<file path="config.mk">
export PLATFORM = sky130hd
export DESIGN_NAME = move_list_reader
export DESIGN_NICKNAME = d
export VERILOG_FILES = /design/src/rtl/chess_move_pkg.sv /design/src/rtl/move_slot_scanner.sv /design/src/rtl/move_list_reader.sv
export SDC_FILE = /design/constraint.sdc
export NUM_CORES = 1
export LEC_CHECK = 0
export ABC_CLOCK_PERIOD_IN_PS = 3200
export CAP_MARGIN = 20
export CORE_AREA = 2 2 185 187
export DETAILED_ROUTE_END_ITERATION = 10
export DIE_AREA = 0 0 187 189
export DONT_BUFFER_PORTS = 1
export HOLD_SLACK_MARGIN = 0.15
export PLACE_DENSITY = 0.48
export SLEW_MARGIN = 5
export SYNTH_ARGS = -nofsm -noshare
export SYNTH_HDL_FRONTEND = slang
export SYNTH_HIERARCHICAL = 1
export SYNTH_SLANG_ARGS = --single-unit
</file>
<file path="constraint.sdc">
create_clock -name clk -period 3.2 [get_ports clk]
set_clock_uncertainty 0.1 [all_clocks]
set_input_delay 0.48 -clock clk [delete_from_list [all_inputs] [get_ports clk]]
set_output_delay 0.48 -clock clk [all_outputs]
set_load 0.05 [all_outputs]
</file>
<file path="src/rtl/chess_move_pkg.sv">
// rtl/chess_move_pkg.sv - shared constants, FSM states and end-marker test for the move reader
package chess_move_pkg;

  localparam int SQW   = 6;
  localparam int NCOL  = 8;
  localparam int SLOTS = 8;
  localparam int WORDW = SQW * (SLOTS + 1);

  typedef enum logic [2:0] {
    IDLE  = 3'd0,
    WAITC = 3'd1,
    READ  = 3'd2,
    LOAD  = 3'd3,
    EMIT  = 3'd4,
    DONE  = 3'd5
  } state_t;

  // A word whose every destination equals its source carries no moves and closes the column
  function automatic logic is_end_marker(input logic [WORDW-1:0] word);
    logic [SQW-1:0] src;
    logic           all_eq;
    src    = word[WORDW-1 -: SQW];
    all_eq = 1'b1;
    for (int k = 0; k < SLOTS; k++) begin
      if (word[k*SQW +: SQW] != src) all_eq = 1'b0;
    end
    return all_eq;
  endfunction

endpackage

</file>
<file path="src/rtl/move_slot_scanner.sv">
// rtl/move_slot_scanner.sv - next-slot selection, skip detect and last-slot flag for one FIFO word
module move_slot_scanner #(
  parameter int SQW   = chess_move_pkg::SQW,
  parameter int SLOTS = chess_move_pkg::SLOTS,
  localparam int SPW  = (SLOTS > 1) ? $clog2(SLOTS) : 1
) (
  input  logic [SLOTS*SQW-1:0] dst,
  input  logic [SQW-1:0]       src,
  input  logic [SPW-1:0]       slot_ptr,
  output logic                 last,
  output logic [SPW-1:0]       next_ptr,
  output logic [SQW-1:0]       next_dst,
  output logic                 next_skip
);

  // Look one slot ahead so the top can register mv_valid/mv_data for the following cycle
  always_comb begin
    last      = (slot_ptr == SPW'(SLOTS - 1));
    next_ptr  = last ? '0 : slot_ptr + 1'b1;
    next_dst  = dst[next_ptr*SQW +: SQW];
    next_skip = (next_dst == src);
  end

endmodule

</file>
<file path="src/rtl/move_list_reader.sv">
// rtl/move_list_reader.sv - drains per-column move FIFOs into a single {src,dst} move stream
module move_list_reader
  import chess_move_pkg::*;
#(
  parameter int NCOL  = chess_move_pkg::NCOL,
  parameter int SLOTS = chess_move_pkg::SLOTS,
  parameter int SQW   = chess_move_pkg::SQW
) (
  input  logic                              clk,
  input  logic                              reset,
  input  logic                              start,
  input  logic [NCOL-1:0]                   col_done,
  output logic [NCOL-1:0]                   col_rden,
  input  logic [NCOL*(SQW*(SLOTS+1))-1:0]   col_rd,
  output logic                              mv_valid,
  input  logic                              mv_ready,
  output logic [2*SQW-1:0]                  mv_data,
  output logic [7:0]                        mv_count,
  output logic                              busy,
  output logic                              done,
  output logic                              err
);

  localparam int WW  = SQW * (SLOTS + 1);
  localparam int CPW = (NCOL > 1) ? $clog2(NCOL) : 1;
  localparam int SPW = (SLOTS > 1) ? $clog2(SLOTS) : 1;

  state_t           state;
  logic [CPW-1:0]   col_ptr;
  logic [SPW-1:0]   slot_ptr;
  logic [WW-1:0]    word;
  logic [WW-1:0]    rd_word;
  logic [SQW-1:0]   rd_src;
  logic [SQW-1:0]   word_src;
  logic [NCOL-1:0]  ptr_onehot;
  logic             scan_last;
  logic [SPW-1:0]   scan_next_ptr;
  logic [SQW-1:0]   scan_next_dst;
  logic             scan_next_skip;

  assign rd_word    = col_rd[col_ptr*WW +: WW];
  assign rd_src     = rd_word[WW-1 -: SQW];
  assign word_src   = word[WW-1 -: SQW];
  assign ptr_onehot = NCOL'(1) << col_ptr;
  assign busy       = (state != IDLE) && (state != DONE);
  assign done       = (state == DONE);

  move_slot_scanner #(
    .SQW   (SQW),
    .SLOTS (SLOTS)
  ) u_scan (
    .dst       (word[SLOTS*SQW-1:0]),
    .src       (word_src),
    .slot_ptr  (slot_ptr),
    .last      (scan_last),
    .next_ptr  (scan_next_ptr),
    .next_dst  (scan_next_dst),
    .next_skip (scan_next_skip)
  );

  // Drain FSM: wait for each column, read its words one at a time and stream out non-empty slots
  always_ff @(posedge clk or negedge reset) begin
    if (!reset) begin
      state    <= IDLE;
      col_ptr  <= '0;
      slot_ptr <= '0;
      word     <= '0;
      col_rden <= '0;
      mv_valid <= 1'b0;
      mv_data  <= '0;
      mv_count <= '0;
      err      <= 1'b0;
    end else begin
      col_rden <= '0;
      case (state)
        IDLE, DONE: begin
          if (start) begin
            state    <= WAITC;
            col_ptr  <= '0;
            mv_count <= '0;
            err      <= 1'b0;
          end
        end
        WAITC: begin
          if (col_done[col_ptr]) begin
            state    <= READ;
            col_rden <= ptr_onehot;
          end
        end
        READ: state <= LOAD;
        LOAD: begin
          word     <= rd_word;
          slot_ptr <= '0;
          if (rd_src[SQW-1 -: CPW] != col_ptr) err <= 1'b1;
          if (is_end_marker(rd_word)) begin
            if (col_ptr == CPW'(NCOL - 1)) begin
              state <= DONE;
            end else begin
              col_ptr <= col_ptr + 1'b1;
              state   <= WAITC;
            end
          end else begin
            state    <= EMIT;
            mv_valid <= (rd_word[SQW-1:0] != rd_src);
            mv_data  <= {rd_src, rd_word[SQW-1:0]};
          end
        end
        EMIT: begin
          if (!mv_valid || mv_ready) begin
            if (mv_valid && mv_count != 8'hFF) mv_count <= mv_count + 1'b1;
            if (scan_last) begin
              mv_valid <= 1'b0;
              state    <= READ;
              col_rden <= ptr_onehot;
            end else begin
              slot_ptr <= scan_next_ptr;
              mv_valid <= !scan_next_skip;
              mv_data  <= {word_src, scan_next_dst};
            end
          end
        end
        default: state <= IDLE;
      endcase
    end
  end

endmodule

</file>
== After elaboration in Yosys (flattened, before gate mapping) ==
Cells that the tools add are included.
W data, S select, Z words.
Word-level totals
  output and inout port bits: 32
  register bits: 93
  logic and storage cells: 110
  input port bits: 444
Operators by class
  $add $sub $neg: 3
  shifts and indexed selects: 3
  $lt $le $gt $ge: 1
  reduce and logical (&&, ||, !) cells: 18
  multiplexer cells: 45
  multipliers: 2
  eq/ne operators: 29
Operator list (count)
  $shiftx A432 B10 Y54: 1
  $mux W8: 6
  $ne A6 B6 Y1: 8
  $shiftx A48 B7 Y6: 1
  $mux W12: 3
  $mux W3: 12
  $pmux W8 S2: 2
  $pmux W12 S2: 1
  $ne A2 B2 Y1 const B: 10
  $reduce_and A4 Y1: 4
  $mux W1: 15
  $pmux W3 S5: 1
  $eq A3 B3 Y1 const B: 4
  $pmux W3 S2: 2
  $reduce_and A3 Y1: 3
  $add A8 B1 Y8 const B: 1
  $mul A3 B5 Y8 const B: 1
  $ne A8 B8 Y1 const B: 1
  $shl A1 B3 Y8 const A: 1
  $add A3 B1 Y3 const B: 2
  $eq A3 B2 Y1 const B: 2
  $eq A6 B6 Y1: 1
  $reduce_bool A2 Y1: 3
  $mul A3 B2 Y5 const B: 1
  other kinds (12): 15

== Depth between registers and ports, before layout ==
  word-level depth: 14
  mapped depth: 14
  gate-level depth less buffers: 11

== Cells and area by module ==
The synthesis kept the hierarchy.
By module, submodules not included
  move_list_reader: area each 7907.6 um2, times used 1, seq. area each 2327.2 um2, cells an instance 681
  move_slot_scanner: area each 596.8 um2, times used 1, seq. area each 0.0 um2, cells an instance 53

== Worst setup path before layout ==
No wires, ideal clock.
  path kind: reg2reg
  start point: reg col_ptr[0]
  end point: reg mv_data[10]
  slack: -240 ps
  clock period less this slack: 3440 ps
  arrival time: 3215 ps
  stages on the path, launching flop included: 11
  required time: 2975 ps
  buffers on the path: 2
  setup time: 125 ps
  cells stage by stage: dfrtp_1 buf_6 mux4_2 mux2i_1 xor2_1 a2111oi_4 o2111ai_1 nor4b_4 a31oi_2 buf_6 mux2_4
Between the ends
  cells in the longest elaborated chain, start to end: 14
  elaborated cells between the ends (all ways): 23
  those cells by class: mul (1); eq/ne (9); shift (1); mux (11); reduce/logical (1)
Ends and longest elaborated chain
  start: declaration: line move_list_reader.sv:29  | logic [CPW-1:0] col_ptr;
  start signal: assignment: line move_list_reader.sv:99  | col_ptr <= col_ptr + 1'b1;
  $mul A3 B5 Y8 *: line move_list_reader.sv:41  | assign rd_word = col_rd[col_ptr*WW +: WW];
  $shiftx A432 B10 Y54 *: line move_list_reader.sv:41
  $ne A6 B6 Y1: line chess_move_pkg.sv:25  | if (word[k*SQW +: SQW] != src) all_eq = 1'b0;
  $mux W1 (8 in a row): line chess_move_pkg.sv:25
  $mux W1: line move_list_reader.sv:75  | case (state)
  $ne A2 B2 Y1 (no source line)
  $reduce_and A4 Y1 (no source line)
  end signal: assignment: line move_list_reader.sv:105  | mv_data <= {rd_src, rd_word[SQW-1:0]};
  end signal: assignment: line move_list_reader.sv:118  | mv_data <= {word_src, scan_next_dst};
  end: declaration: line move_list_reader.sv:17  | output logic [2*SQW-1:0] mv_data,
Mark *: on every way between the ends. The rest lies on a longest branch, timed or not. The select of a mux whose other input is x is not followed.
A chain may end at the register's enable or synchronous reset.

== Final worst setup path ==
  start point: reg col_ptr[0]
  end point: reg col_ptr[1]
Between the ends
  cells in the longest elaborated chain, start to end: 14
  elaborated cells between the ends (all ways): 27
  those cells by class: add/sub (1); mul (1); eq/ne (11); shift (1); mux (12); reduce/logical (1)
Ends and longest elaborated chain (line)
  $mul A3 B5 Y8: move_list_reader.sv:41
  $shiftx A432 B10 Y54: move_list_reader.sv:41
  $ne A6 B6 Y1: chess_move_pkg.sv:25
  $mux W1 (8 in a row): chess_move_pkg.sv:25
  $mux W1: move_list_reader.sv:75
  $ne A2 B2 Y1 (no source line)
  $reduce_and A4 Y1 (no source line)
Parallel ways exist; a longest one is shown, timed or not. The select of a mux whose other input is x is not followed.

==> impl_metrics.csv <==
group,metric,value,unit
logic_synthesis,yosys.area.top_type,"mux4_2",
clock_tree,clock_path_buffers,2,
sta,fin_crit_sh,114,%
final_layout,fin_area,10400,sq um
placed_design,hpwl,34.7,mm
logic_synthesis,ys_types,65,
logic_synthesis,syn_nets,1187,
sta,rsz0062_at_grt,"yes",
sta,final.min_clock_period,3.66,ns
critical_path,crit_path_end_kind,"flop",
final_layout,layout.nets,1283,
logic_synthesis,synth_area_leaders,"mux4_2, dfrtp_1, mux2i_1",
critical_path,crit_type,"flop to flop",
die,die_x,187,um
logic_synthesis,synth_ff_type,"dfrtp_1",
sta,setup_tns,-7.26,ns
job,cap_violations,0,
sta,final_max_slew_viol_count,0,
status,violations,"negative setup slack",
critical_path,r2r_slack,-0.46,ns
status,outcome,"complete, but fails checks",
placed_design,gp_congestion,0.975,
final_layout,area_delta_synth_final,22.1,%
die,ios,476,
placed_design,portBuffers,0,
power_and_ir_drop,p_per_area,538,nW/um^2
grt,antenna_found_initial,33,
critical_path,worstPathArrival,3.79,ns
sta,setup_viol,18,
routing,avgViaCountPerCell,5.37,
logic_synthesis,netlist_area,8500,sq um
clock_tree,clk_latency,0.36,ns
placed_design,dpl-instance-area,9790,sq um
routing,drt-pass1-iter-count,4,
grt,grt_overflow_total,0,
logic_synthesis,yosys-top-cells-count,"mux4_2, dfrtp_1, mux2i_1, nand2_1, o21ai_0",
sta,worst_slack,-0.455,ns
routing,finalWirelength,40.5,mm
grt,grt_pass1_vias,6968,
die,core,33300,sq um
critical_path,required,3.34,ns
final_layout,drive_gt1_share,37.8,%
logic_synthesis,syn_avg_cell_area,11.6,sq um
grt,track_usage,22.2,%
routing,dr.first_iter.drc_count,505,
sta,hold_ws,0.304,ns
routing,vias,7002,
sta,hold_violations,0,
sta,slew_headroom,57.4,%
clock_tree,cts_root_buf,"clkbuf_16",
clock_tree,clock_sinks,93,
logic_synthesis,synthArstFlopShare,100,%
critical_path,worstSetupStartpointType,"flop",
logic_synthesis,synthCells,734,
die,row_count,67,
worst_hold_path,hp-class,"primary input to flop",
logic_synthesis,ys_seq_area_share,27.4,%
clock_tree,cts_max_level,3,
clock_tree,cts_tree,"done",
logic_synthesis,yosysWarnings,6,
routing,antenna_left,0,
logic_synthesis,synth_edf_count,0,
logic_synthesis,post-synth-top-area-fraction,29.1,%
die,start_util,25.6,%
clock_tree,cts_made_buffers,9,
grt,grt_max_degree,94,
die,design.die.area,35300,sq um
logic_synthesis,synth_seq_cells,93,
routing,wl_per_cell,31.0,um
placed_design,dp_slack,-0.560,ns
routing,drc_errors,0,
critical_path,critical_path.max_fanout,7,
sta,max_freq,274,MHz
logic_synthesis,yosysMostFrequentCell,"mux4_2",
die,die_y,189,um
power_and_ir_drop,p_leak,4.27,nW
power_and_ir_drop,ir_drop,0.278,mV
sta,worstMarginPinSlew,0.638,ns
grt,grt_pass1_wl,55.2,mm
clock_tree,path_clk_slew,0.07,ns
-- cells in the final DEF (no fill, tap or decap), types with 4 or more instances in the layout --
cell / Yosys / routed
and2_1: 4 / 4
and3_1: 9 / 9
nor2b_1: 8 / 8
diode_2: 0 / 20
nor3b_1: 4 / 4
or4_1: 5 / 5
xnor2_1: 12 / 12
nor4_1: 5 / 4
a21oi_1: 22 / 22
mux2_4: 12 / 12
xor2_1: 16 / 15
mux2i_4: 1 / 4
nor2_1: 34 / 34
clkbuf_16: 0 / 9
nand2_1: 79 / 78
inv_1: 12 / 12
mux2i_2: 3 / 5
buf_4: 2 / 127
o21ai_0: 65 / 64
a31oi_1: 4 / 4
nor3_1: 8 / 7
nand4_1: 10 / 10
buf_12: 3 / 8
mux2_2: 8 / 8
a22oi_1: 4 / 4
mux4_2: 110 / 110
nand3_1: 12 / 12
mux2i_1: 79 / 74
dfrtp_1: 93 / 91
ha_1: 9 / 9
-- final timing paths --
kind	cells after the start	from	to
max in group asynchronous	2	reset	col_ptr[1]
min in group asynchronous	2	reset	mv_count[7]
max reg2reg	12	col_ptr[0]	col_ptr[1]
max	12	col_ptr[0]	col_ptr[1]
min	3	mv_ready	mv_valid
min reg2reg	2	word[29]	word[29]
-- sequential cells by signal, summed over array words and instances, names as in the netlist --
register,cells
word,54
mv_data,12
err,1
state,3
mv_count,8
slot_ptr,3
mv_valid,1
col_ptr,3
col_rden,8
-- layer usage --
metal  global-route usage [%]  up-vias  part of all wire, %
li1                         -     3075                    -
met5                        0        -                 0.34
met3                     8.66       51                   10
met1                     29.0     3499                   41
met4                     6.11       22                  1.6
met2                     34.2      355                   46
-- power breakdown --
group          internal [mW]  leakage [nW]  switching, mW  total, mW
combinational           1.01          2.95           1.09       2.09
sequential              1.63          1.17          0.711       2.34
clock                  0.627         0.155          0.522       1.15
-- cells by family (layout without fill, tap and decap cells) --
group	after synthesis	in the layout	share of synthesized area (%)
mux	216	216	43.1
flops	93	93	27.4
fa+ha+maj	9	9	1.32
other cells	0	20	0
xor+xnor	28	28	2.88
buf+inv	73	174	5.30
simple gates	193	193	11.3
compound gates	122	122	8.68
-- critical path: stages (launching register included) --
cell and delay (ns):
dfrtp_4 0.59, buf_12 0.18, mux4_2 0.54, mux2i_4 0.19, buf_6 0.16, xor2_2 0.08, a2111oi_4 0.39, o2111ai_2 0.19
nor4b_4 0.33, buf_4 0.17, buf_4 0.13, nand4_1 0.13, mux2_1 0.33
-- through the flow --
stage,total power [mW],std cells,util [%]
detailed placement,4.43,1258,29.4
global route,5.97,1288,31.1
global placement,4.40,1258,29.4
finish,5.58,1303,31.2
CTS,5.63,1283,30.9
floorplan,3.83,734,-
-- timing repair --
action	4_1_cts	5_1_grt
hold endpoints to repair	93	0
setup buffers	6	0
cloned	1	0
gates resized for setup	12	8
hold buffers	2	0
pin swaps	4	0
endpoints found under the setup margin	18	18
-- final cells by class --
class,count,area (sq um)
fillers,3407,22900
multi-input cells,568,5810
flip-flops and latches,93,2330
repair buffers,143,1260
well taps,448,561
clock buffers,9,225
clock inverters,7,87.6
inverters,15,57.6
diodes,20,50.0
Note: power is estimated with default switching activity, not from simulation.
